==> src/rtl/rom_fetch_pkg.sv <==
// Shared definitions for the 128x32 ROM fetch engine: geometry, FSM state
// type and the burst-code to beat-count decode.
package rom_fetch_pkg;

  localparam int ROM_AW = 7;
  localparam int ROM_DW = 32;
  localparam int BEAT_W = 4;

  typedef enum logic {
    ST_IDLE = 1'b0,
    ST_READ = 1'b1
  } state_t;

  // Burst code 0..3 selects 1, 2, 4 or 8 beats.
  function automatic logic [BEAT_W-1:0] len_to_beats(input logic [1:0] len);
    logic [BEAT_W-1:0] beats;
    beats = 4'd1 << len;
    return beats;
  endfunction

endpackage

==> src/rtl/rom_fetch_fifo2.sv <==
// Two-entry response FIFO holding {last, data}. A push and a pop in the same
// cycle are both honoured, including at full occupancy.
module rom_fetch_fifo2
  import rom_fetch_pkg::*;
#(
  parameter int W = ROM_DW + 1
) (
  input  logic         clk,
  input  logic         i_rst_n,
  input  logic         i_push,
  input  logic         i_pop,
  input  logic [W-1:0] i_data,
  output logic [W-1:0] o_data,
  output logic         o_full,
  output logic         o_empty
);

  logic [W-1:0] r_mem0;
  logic [W-1:0] r_mem1;
  logic         r_wr_ptr;
  logic         r_rd_ptr;
  logic [1:0]   r_count;
  logic         w_push_ok;
  logic         w_pop_ok;

  assign o_full    = (r_count == 2'd2);
  assign o_empty   = (r_count == 2'd0);
  assign w_pop_ok  = i_pop && !o_empty;
  assign w_push_ok = i_push && (!o_full || w_pop_ok);
  assign o_data    = r_rd_ptr ? r_mem1 : r_mem0;

  // Storage, pointers and occupancy; contents reset to zero so the head reads 0.
  always_ff @(posedge clk or negedge i_rst_n) begin
    if (!i_rst_n) begin
      r_mem0   <= '0;
      r_mem1   <= '0;
      r_wr_ptr <= 1'b0;
      r_rd_ptr <= 1'b0;
      r_count  <= 2'd0;
    end else begin
      if (w_push_ok) begin
        if (r_wr_ptr) r_mem1 <= i_data;
        else          r_mem0 <= i_data;
        r_wr_ptr <= ~r_wr_ptr;
      end
      if (w_pop_ok) r_rd_ptr <= ~r_rd_ptr;
      case ({w_push_ok, w_pop_ok})
        2'b10:   r_count <= r_count + 2'd1;
        2'b01:   r_count <= r_count - 2'd1;
        default: r_count <= r_count;
      endcase
    end
  end

endmodule

==> src/rtl/rom_fetch_128x32.sv <==
// Burst fetch engine in front of a 128x32 synchronous ROM. Issues at most one
// read per cycle, limited so buffered plus in-flight words never exceed two.
// Build option ROM_FETCH_BURST_EN: when defined ReqLen selects 1/2/4/8 beats;
// otherwise every request is a single beat.
module rom_fetch_128x32
  import rom_fetch_pkg::*;
(
  input  logic              clk,
  input  logic              reset_n,
  input  logic              ReqValid,
  output logic              ReqReady,
  input  logic [ROM_AW-1:0] ReqAdr,
  input  logic [1:0]        ReqLen,
  output logic              RspValid,
  input  logic              RspReady,
  output logic [ROM_DW-1:0] RspData,
  output logic              RspLast,
  output logic              RomCEB,
  output logic [ROM_AW-1:0] RomA,
  input  logic [ROM_DW-1:0] RomQ
);

  state_t            r_state;
  state_t            w_state_nxt;
  logic [ROM_AW-1:0] r_addr;
  logic [ROM_AW-1:0] r_a_hold;
  logic [BEAT_W-1:0] r_beats;
  logic [BEAT_W-1:0] w_req_beats;
  logic              r_inflight;
  logic              r_inflight_last;
  logic              w_accept;
  logic              w_issue;
  logic              w_credit;
  logic              w_pop;
  logic              w_last_issue;
  logic              w_fifo_full;
  logic              w_fifo_empty;
  logic [1:0]        w_occ;
  logic [1:0]        w_pending;
  logic [ROM_DW:0]   w_fifo_q;

  assign ReqReady = (r_state == ST_IDLE) && reset_n;
  assign w_accept = ReqValid && ReqReady;

`ifdef ROM_FETCH_BURST_EN
  assign w_req_beats = len_to_beats(ReqLen);
`else
  // Single-beat build: the burst code is masked so every request decodes to 1.
  assign w_req_beats = len_to_beats(ReqLen & 2'b00);
`endif

  assign w_occ        = w_fifo_full ? 2'd2 : (w_fifo_empty ? 2'd0 : 2'd1);
  assign w_pending    = w_occ + {1'b0, r_inflight};
  assign w_pop        = RspValid && RspReady;
  assign w_credit     = (w_pending < 2'd2) || ((w_pending == 2'd2) && w_pop);
  assign w_last_issue = w_issue && (r_beats == 4'd1);

  // Issued address drives the ROM; otherwise the last issued address is held.
  assign RomCEB = !w_issue;
  assign RomA   = w_issue ? r_addr : r_a_hold;

  assign RspValid = !w_fifo_empty;
  assign RspLast  = w_fifo_q[ROM_DW];
  assign RspData  = w_fifo_q[ROM_DW-1:0];

  // Next-state and read-issue decode.
  always_comb begin
    w_state_nxt = r_state;
    w_issue     = 1'b0;
    case (r_state)
      ST_IDLE: begin
        if (w_accept) w_state_nxt = ST_READ;
      end
      ST_READ: begin
        w_issue = w_credit;
        if (w_issue && (r_beats == 4'd1)) w_state_nxt = ST_IDLE;
      end
      default: w_state_nxt = ST_IDLE;
    endcase
  end

  // State register.
  always_ff @(posedge clk or negedge reset_n) begin
    if (!reset_n) r_state <= ST_IDLE;
    else          r_state <= w_state_nxt;
  end

  // Address/beat bookkeeping and the one-deep in-flight tag.
  always_ff @(posedge clk or negedge reset_n) begin
    if (!reset_n) begin
      r_addr          <= '0;
      r_a_hold        <= '0;
      r_beats         <= '0;
      r_inflight      <= 1'b0;
      r_inflight_last <= 1'b0;
    end else begin
      if (w_accept) begin
        r_addr  <= ReqAdr;
        r_beats <= w_req_beats;
      end else if (w_issue) begin
        r_addr   <= r_addr + 7'd1;
        r_beats  <= r_beats - 4'd1;
        r_a_hold <= r_addr;
      end
      r_inflight      <= w_issue;
      r_inflight_last <= w_last_issue;
    end
  end

  rom_fetch_fifo2 #(.W(ROM_DW + 1)) u_fifo (
    .clk     (clk),
    .i_rst_n (reset_n),
    .i_push  (r_inflight),
    .i_pop   (w_pop),
    .i_data  ({r_inflight_last, RomQ}),
    .o_data  (w_fifo_q),
    .o_full  (w_fifo_full),
    .o_empty (w_fifo_empty)
  );

endmodule

==> config.mk <==
export PLATFORM = sky130hd
export DESIGN_NAME = rom_fetch_128x32
export DESIGN_NICKNAME = d
export VERILOG_FILES = /design/src/rtl/rom_fetch_pkg.sv /design/src/rtl/rom_fetch_fifo2.sv /design/src/rtl/rom_fetch_128x32.sv
export SDC_FILE = /design/constraint.sdc
export NUM_CORES = 1
export LEC_CHECK = 0
export ABC_AREA = 1
export BUFFER_PORTS_ARGS = -buffer_cell sky130_fd_sc_hd__buf_2
export CORE_ASPECT_RATIO = 2
export CORE_MARGIN = 2
export CORE_UTILIZATION = 59
export DETAILED_ROUTE_END_ITERATION = 8
export PLACE_DENSITY_LB_ADDON = 0.2
export SETUP_SLACK_MARGIN = 0.1
export SYNTH_ARGS = -nofsm -noshare
export SYNTH_HDL_FRONTEND = slang
export SYNTH_SLANG_ARGS = --single-unit
==> constraint.sdc <==
create_clock -name clk -period 2.9 [get_ports clk]
set_input_delay 0.145 -clock clk [delete_from_list [all_inputs] [get_ports clk]]
set_output_delay 0.145 -clock clk [all_outputs]
set_load 0.02 [all_outputs]
==> metrics list, run 1 <==
- The flow ran to the end, and the final reports show no timing, DRC or antenna violations.
- Setup repair after global routing missed its margin: false
- Diode insertion count for antenna repair: 0
- In the final layout, the share of cells above drive strength 1 is 23.2%.
- For the worst flop-to-flop path, the logic depth is 7.
- Compound-gate portion of the synthesized area: 11.6%
* Kind of end point of the critical path: output pin
* Post-synthesis xor/xnor area fraction: 1.02%
* Number of nets in the layout: 642
- Post-Route Skew: 0.00316 ns
- Cells fill 69.6% of the core in the end.
- Synthesis inferred 91 register bits.
* Residual DRC count: 0
* Final Routed Wirelength: 8210 um
* Most area-consuming cells after synthesis: sky130_fd_sc_hd__dfrtp_1 (53%), sky130_fd_sc_hd__nand2_1 (18%), sky130_fd_sc_hd__o21ai_1 (4.9%)
* Maximum fanout along the worst path: 23
* Post-route antenna net violation count: 0
- Once placement completed, the tool counted placed cells totaling 673.
- In the finished design, the share of the clock period the worst path needs comes to 68.7%.
- Net count of the mapped netlist: 566
* Grt total ovfl: 0
* Effective utilization at floorplan: 60.1%
* Mapped Avg Cell Area: 8.32 um2
* Pin count of the biggest net entering global routing: 75
- Ports: 88
- Die outline area: 0.00803 mm2
- Leakage: 0.00279 uW
* Largest voltage drop on the vdd net: 710 uV
- Multiplexer area fraction after synthesis: 0%
- Combinational family with the most area after synthesis: simple AND/OR/NAND/NOR gates
- H-tree levels: 3
* Yosys top cell area share: 52.9%
- TritonCTS clock tree: done
- Vias in the first global route: 3232
* Sequential Area: 0.00228 mm2
- The synthesized netlist occupies a cell area of 0.00430 mm2.
- Summing the sequential cell areas from Yosys gives 52.9% of the chip area.
* Total of warnings raised by yosys: 0
- Yosys cell types: 28
- The worst setup path is launched from a register.
- Average via count per standard cell: 4.97
- First-pass GRT wire length: 14300 um
- Number of sinks handled by clock tree synthesis: 91
- Post-layout power: 6270 uW
- Synthesis handed over a netlist of 517 instances.
- Power spread over the standard cell area amounts to 1260 mW/mm2.
- The longest clock path from root to sink contains 2 buffers.
* Routed wirelength normalized by instance count: 11.9 um
- Worst slack, placed: 1.14 ns
- The worst hold path passes through 3 cells.
- Vias: 3426
- The final count of hold timing violations came to 0.
* Filler Cells Inserted: 621
- After clock tree synthesis, the clock-pin slew on the worst setup and hold paths is 0.06 ns.
* Area share of and/or/nand/nor cells after synthesis: 24.1%
- Drt first-iter violations: 248
- Setup slack on the critical path of the routed design comes to 0.907 ns.
- Final TNS setup: 0 ns
* Area of combinational cells with multiple inputs: 0.00163 mm2
- The core region is 0.00716 mm2.
- Antenna violations before repair: 0
- Number of core rows: 44
- Worst slew margin relative to its limit: 38.9%
- The die is 125 um tall.
* Synth Area in Adders: 1.16%
- The HPWL after detailed placement is 5150 um.
- Input and output buffers added on the ports amount to 85.
- For this run, the detailed router's first-pass iteration total came to 5.
- In the global route stage, overall resource usage came out at 22.9%.
- Gp weighted congestion: 0.768
* Worst skew pair latency: 0.33 ns
- Count of max-cap constraint violations: 0
* Critical Setup Path Class: reg2out
* Final Critical Period: 1.99 ns
* Data arrival at the endpoint of the critical path: 1.85 ns
- Post-cts gate resize count: 0
- Data on the critical path is required at its endpoint by 2.76 ns.
- Relative to the synthesized area, the layout overhead comes to 15.7%.
* Maximum achievable frequency: 0.502 GHz
* Classification of the worst-slack hold path: in2reg
- # setup viols final: 0
- The root buffer cell chosen for the clock tree is sky130_fd_sc_hd__clkbuf_16.
- Once the clock tree was built, the setup fixing pass inserted 0 buffers.
- The count of final max-slew check failures came to 0.
- CTS Buf Count: 9
- Count of non-filler cells in the finished layout: 690
- From left edge to right edge, the die measures 64.4 um.
- Worst Max-Slew Pin Slew: 0.917 ns
- Largest area contributor in the netlist: sky130_fd_sc_hd__dfrtp_1
==> synthesized netlist by cell type (all sizes together) <==
cell type	instances
o21ai	84
ha	4
clkbuf	8
a21oi	1
inv	52
buf	16
clkinv	1
o22ai	1
nand4	3
nand2	224
nand3	14
nor2	11
xor2	3
xnor2	2
dfrtp	91
or2	2
==> state kept, by name, summed over array words and instances, names as in the netlist <==
name,cells
r_a_hold,7
r_addr,7
r_beats,4
r_inflight,1
r_inflight_last,1
r_state,1
u_fifo.r_count,2
u_fifo.r_mem0,33
u_fifo.r_mem1,33
u_fifo.r_rd_ptr,1
u_fifo.r_wr_ptr,1
==> per-layer routing <==
| layer | vias to the layer above | wire length, um | global-route usage, % |
|---|---|---|---|
| li1 | 1759 | - | - |
| met1 | 1577 | 3730 | 29.1 |
| met2 | 80 | 3940 | 37.6 |
| met3 | 10 | 407 | 5.33 |
| met4 | 0 | 131 | 8.64 |
| met5 | - | 0 | 0 |
==> area by class of cell <==
class                           instances  share of cell area [%]
Tap cell                               92                    2.31
Clock buffer                           15                    5.78
Clock inverter                          1                   0.101
Timing Repair Buffer                   89                    9.25
Multi-Input combinational cell        349                    32.8
Sequential cell                        91                    45.7
Inverter                               53                    4.05
==> cell usage in the layout, fill, tap and decap left out, drive strengths merged <==
| cell | instances |
|---|---|
| ha | 4 |
| or2 | 2 |
| clkbuf | 15 |
| xor2 | 3 |
| o22ai | 1 |
| nand3 | 14 |
| nand4 | 3 |
| inv | 52 |
| dlygate4sd3 | 1 |
| buf | 88 |
| nand2 | 224 |
| dfrtp | 91 |
| clkinv | 2 |
| xnor2 | 2 |
| a21oi | 1 |
| nor2 | 11 |
| o21ai | 84 |
==> worst paths after layout <==
kind	startpoint	end	slack, ns
setup reg to reg	u_fifo.r_count[0]	u_fifo.r_count[1]	1.16
setup / recovery	r_inflight	RomA[5]	0.91
max in group asynchronous	reset_n	u_fifo.r_mem1[3]	1.50
hold / removal	ReqAdr[6]	r_addr[6]	0.03
min in group asynchronous	reset_n	r_a_hold[0]	0.22
hold reg to reg	r_a_hold[2]	r_a_hold[2]	0.47
==> worst max-delay path, cell delays in order, from the launching register on <==
cell	delay (ns)
sky130_fd_sc_hd__dfrtp_1	0.42
sky130_fd_sc_hd__inv_1	0.07
sky130_fd_sc_hd__nand2_1	0.04
sky130_fd_sc_hd__nand2_1	0.11
sky130_fd_sc_hd__nand3_2	0.36
sky130_fd_sc_hd__o21ai_0	0.31
sky130_fd_sc_hd__buf_2	0.20
==> power by group <==
part	total, uW	switching (uW)	internal (uW)
clock	1100	431	673
combinational	2940	1950	987
sequential	2230	349	1880
==> metrics by stage <==
stage | instance area (um2) | hold WS, ns
2_1_floorplan | 4300 | -0.151
3_3_place_gp | 4680 | 0.0289
3_5_place_dp | 4680 | 0.0300
4_1_cts | 4980 | 0.0202
5_1_grt | 4980 | 0.0299
6_report | 4980 | 0.0322
==> cells by family after synthesis <==
kind of cell / count (synthesis)
buf+inv: 77
compound gates: 86
xor+xnor: 5
fa+ha+maj: 4
simple gates: 254
flops: 91
==> what timing repair did <==
action                                 4_1_cts  5_1_grt
endpoints found under the hold margin       17        0
hold buffers                                 1        0
setup endpoints to repair                    0        0
(Power assumes the default switching activity.)
==> inputs of run 2 (changes only) <==
CORE_UTILIZATION = 49   (was 59)
clock period = 1.6 ns   (was 2.9 ns; I/O delays follow)
==> metrics list, run 2 (synthesis gave the netlist of run 1 again) <==
- Setup repair after global routing could not meet its margin everywhere.
* Worst skew pair latency: 0.34 ns (about the same)
- The antenna violation net count after detailed routing was 0 (unchanged).
- The cell leakage power came to 0.00315 uW (+13%).
- The utilization after layout came to 68.4% (-1.1 points).
* Count of non-filler cells in the finished layout: 749 (+8.6%)
- The layout net count is 693 (+7.9%).
- Max Transition Viols Final: 0 (unchanged)
* Data arrival at the endpoint of the critical path: 1.61 ns (-0.24 ns)
* Internal power: 7780 uW (+120%)
- Detailed Routing Iterations Pass 1: 4 (-1)
- The floorplan row count was 48 (+9.1%).
* Violations in the final reports: negative setup slack
* Classification of the worst-slack hold path: in2reg
- The clock skew after layout is 0.00583 ns (+0.00267 ns).
- Number of instances on the worst hold path: 3 (unchanged)
* Combinational group share of total power: 55.0% (+8.1 points)
- The residual overflow from global routing is 0 (unchanged).
- The data required time of the worst path was 1.52 ns (-1.24 ns).
- Effective utilization at floorplan: 50.1% (-10 points)
- The portion of total power attributed to the clock network was 14.8% (-2.8 points).
- The critical path goes through inv_2, nor2_4, nand2_4, nand3_4, clkbuf_16, o21ai_4, buf_6.
* Number of cells on the worst reg-to-reg path: 8 (+1)
* Residual DRC count: 0 (unchanged)
* Number of buffers inserted by port buffering: 85 (unchanged)
* Filler Cells Inserted: 702 (+13%)
- Grouping stages by cell kind, the critical path spends the most delay in buffers and inverters.
* Vias: 3749 (+9.4%)
* Ports: 88 (unchanged)
- The aggregate global-route resource usage came to 21.6% (-1.3 points).
- Average via count per standard cell: 5.01 (+0.81%)
* Core footprint: 0.00859 mm2 (+20%)
- Layout-stage area growth over the synthesis result: 36.6%
- Worst slew margin relative to its limit: 57.9% (+19 points)
- Clock tree synthesis selected as its root buffer the cell sky130_fd_sc_hd__clkbuf_16.
* Part of the total power dissipated in sequential elements: 30.2% (-5.3 points)
* Status: finished with violations
* Fraction of layout instances using a drive strength above 1: 32.4% (+9.1 points)
* Critical Setup Path Class: reg2out
- The number of CTS-inserted buffers came to 9 (unchanged).
- Routed wirelength normalized by instance count: 14.0 um (+17%)
- The final count of hold timing violations was 0 (unchanged).
- Sum of buffers and inverters on the critical path: 3 (+1)
* Hold_sp: RomQ[20]
* Area of combinational cells with multiple inputs: 0.00182 mm2 (+12%)
- Endpoint of the worst hold path: u_fifo.r_mem0[20]
- # setup viols final: 8 (+8)
* Clock input transition at the sequential cells of the worst setup and hold paths: 0.06 ns (about the same)
- Count of max-cap constraint violations: 0 (unchanged)
- On the critical path, the stage with the largest delay is an instance of sky130_fd_sc_hd__dfrtp_1.
- The placed cell count was 692 (+2.8%).
- Die width: 70.3 um (+9.1%)
- The largest incremental delay on the critical path was 0.41 ns (about the same).
* Register-to-Register Setup Slack: -0.02 ns (-1.18 ns)
* Final Routed Wirelength: 10500 um (+27%)
- Timing would allow up to 0.593 GHz.
* Antenna violations before repair: 0 (unchanged)
- Switching power total: 5880 uW (+120%)
- Die outline area: 0.00959 mm2 (+19%)
- Diode insertion count for antenna repair: 0 (unchanged)
- HPWL after detailed placement: 6440 um (+25%)
- The pin count of the biggest net entering global routing was 51 (-32%).
* First-pass GRT wire length: 16300 um (+14%)
* Final worst path period share: 105%
* Design Area, Final: 0.00588 mm2 (+18%)
- H-tree levels: 3 (unchanged)
- In this run the worst setup path begins at u_fifo.r_count[1].
- The worst setup path is captured at an output pin.
- Worst Max-Slew Pin Slew: 0.631 ns (-0.285 ns)
* Vias in the first global route: 3653 (+13%)
* CTS Buffer Depth: 2 (unchanged)
- Largest voltage drop on the vdd net: 1320 uV (+86%)
* TritonCTS clock tree: done
* Gp weighted congestion: 0.775 (+0.95%)
- Leaving out fill and tap cells, the most frequent cell in the layout is sky130_fd_sc_hd__nand2_1.
- The worst setup path is launched from a register.
- The final critical-path setup slack was -0.0851 ns (-0.992 ns).
- The total number of clock tree sinks was 91 (unchanged).
- Beginning of the worst register-to-register path: u_fifo.r_count[0]
- The proportion of total power due to net switching is 43.1% (-0.54 points).
- Final Critical Period: 1.69 ns
- The total chip power came to 13700 uW (+120%).
- Maximum fanout along the worst path: 6 (-74%)
* Standard cell area after detailed placement: 0.00485 mm2 (+3.7%)
- The library cells used most frequently in the layout, excluding fill and tap cells, are sky130_fd_sc_hd__nand2_1 (193), sky130_fd_sc_hd__dfrtp_1 (89), sky130_fd_sc_hd__buf_2 (74).
- In this run the critical register-to-register path is captured at u_fifo.r_count[1].
* Height of the die: 137 um (+9.4%)
- Sequential Area: 0.00228 mm2 (+0.11%)
* Post-Route Hold Slack: 0.00637 ns (-0.0258 ns)
- Registers with the highest flip-flop counts: u_fifo.r_mem0 (33), u_fifo.r_mem1 (33)
- Power per standard cell area: 2330 mW/mm2 (+85%)
* Drt first-iter violations: 231 (-6.9%)
==> run 2: cell types whose count changed in the layout (fill, tap and decap cells not counted), sizes merged <==
cell,before,now
clkinvlp,0,3
clkinv,2,1
clkbuf,15,16
buf,88,117
dlygate4sd3,1,18
inv,52,54
==> run 2: worst min-delay path, stage by stage <==
cell                      delay (ns)
sky130_fd_sc_hd__buf_2          0.10
sky130_fd_sc_hd__inv_1          0.06
sky130_fd_sc_hd__o21ai_1        0.07
==> run 2: cell type report <==
cell class                      instances  area share, %
Sequential cell                        91           38.8
Multi-Input combinational cell        349           31.0
Timing Repair Buffer                  140           19.7
Inverter                               53           3.47
Tap cell                              100           2.13
Clock buffer                           11           4.30
Clock inverter                          5          0.618
==> run 2: worst max path at each step <==
| stage | to | slack (ns) | cells past startpoint |
|---|---|---|---|
| floorplan | u_fifo.r_count[1] | 0.11 | 7 |
| global placement | u_fifo.r_count[1] | 0.12 | 7 |
| detailed placement | u_fifo.r_count[1] | 0.06 | 7 |
| CTS | RomA[4] | -0.07 | 5 |
| global route | RomA[3] | -0.13 | 7 |
| finish | RomA[3] | -0.09 | 7 |
==> run 2: repair_timing <==
item,CTS,global route
hold endpoints to repair,71,0
resized for setup,25,65
setup buffers,8,10
endpoints found under the setup margin,42,68
pin swaps,2,8
hold buffers,18,0
cloned,0,5
==> run 2: metrics by stage <==
step,setup TNS (ns),setup WS (ns)
6_report,-0.507,-0.0851
4_1_cts,-0.409,-0.0737
3_3_place_gp,0,0.119
3_5_place_dp,0,0.0598
2_1_floorplan,0,0.107
5_1_grt,-0.826,-0.125
==> run 2: power groups by stage <==
stage	combinational (uW)	sequential, uW	clock (uW)
5_1_grt	8240	4250	2140
3_5_place_dp	5850	4090	0
3_3_place_gp	5690	4020	0
2_1_floorplan	4320	3920	0
4_1_cts	6310	4060	2070
6_report	7520	4130	2020
==> run 2: layer usage <==
| metal | track usage (%) | share of wire [%] | vias up | routed length (um) |
|---|---|---|---|---|
| met5 | 0 | 0 | - | 0 |
| met4 | 8.55 | 2.2 | 0 | 233 |
| met3 | 4.64 | 4.1 | 17 | 430 |
| met2 | 39.4 | 55 | 94 | 5730 |
| met1 | 24.0 | 39 | 1775 | 4070 |
| li1 | - | - | 1863 | - |
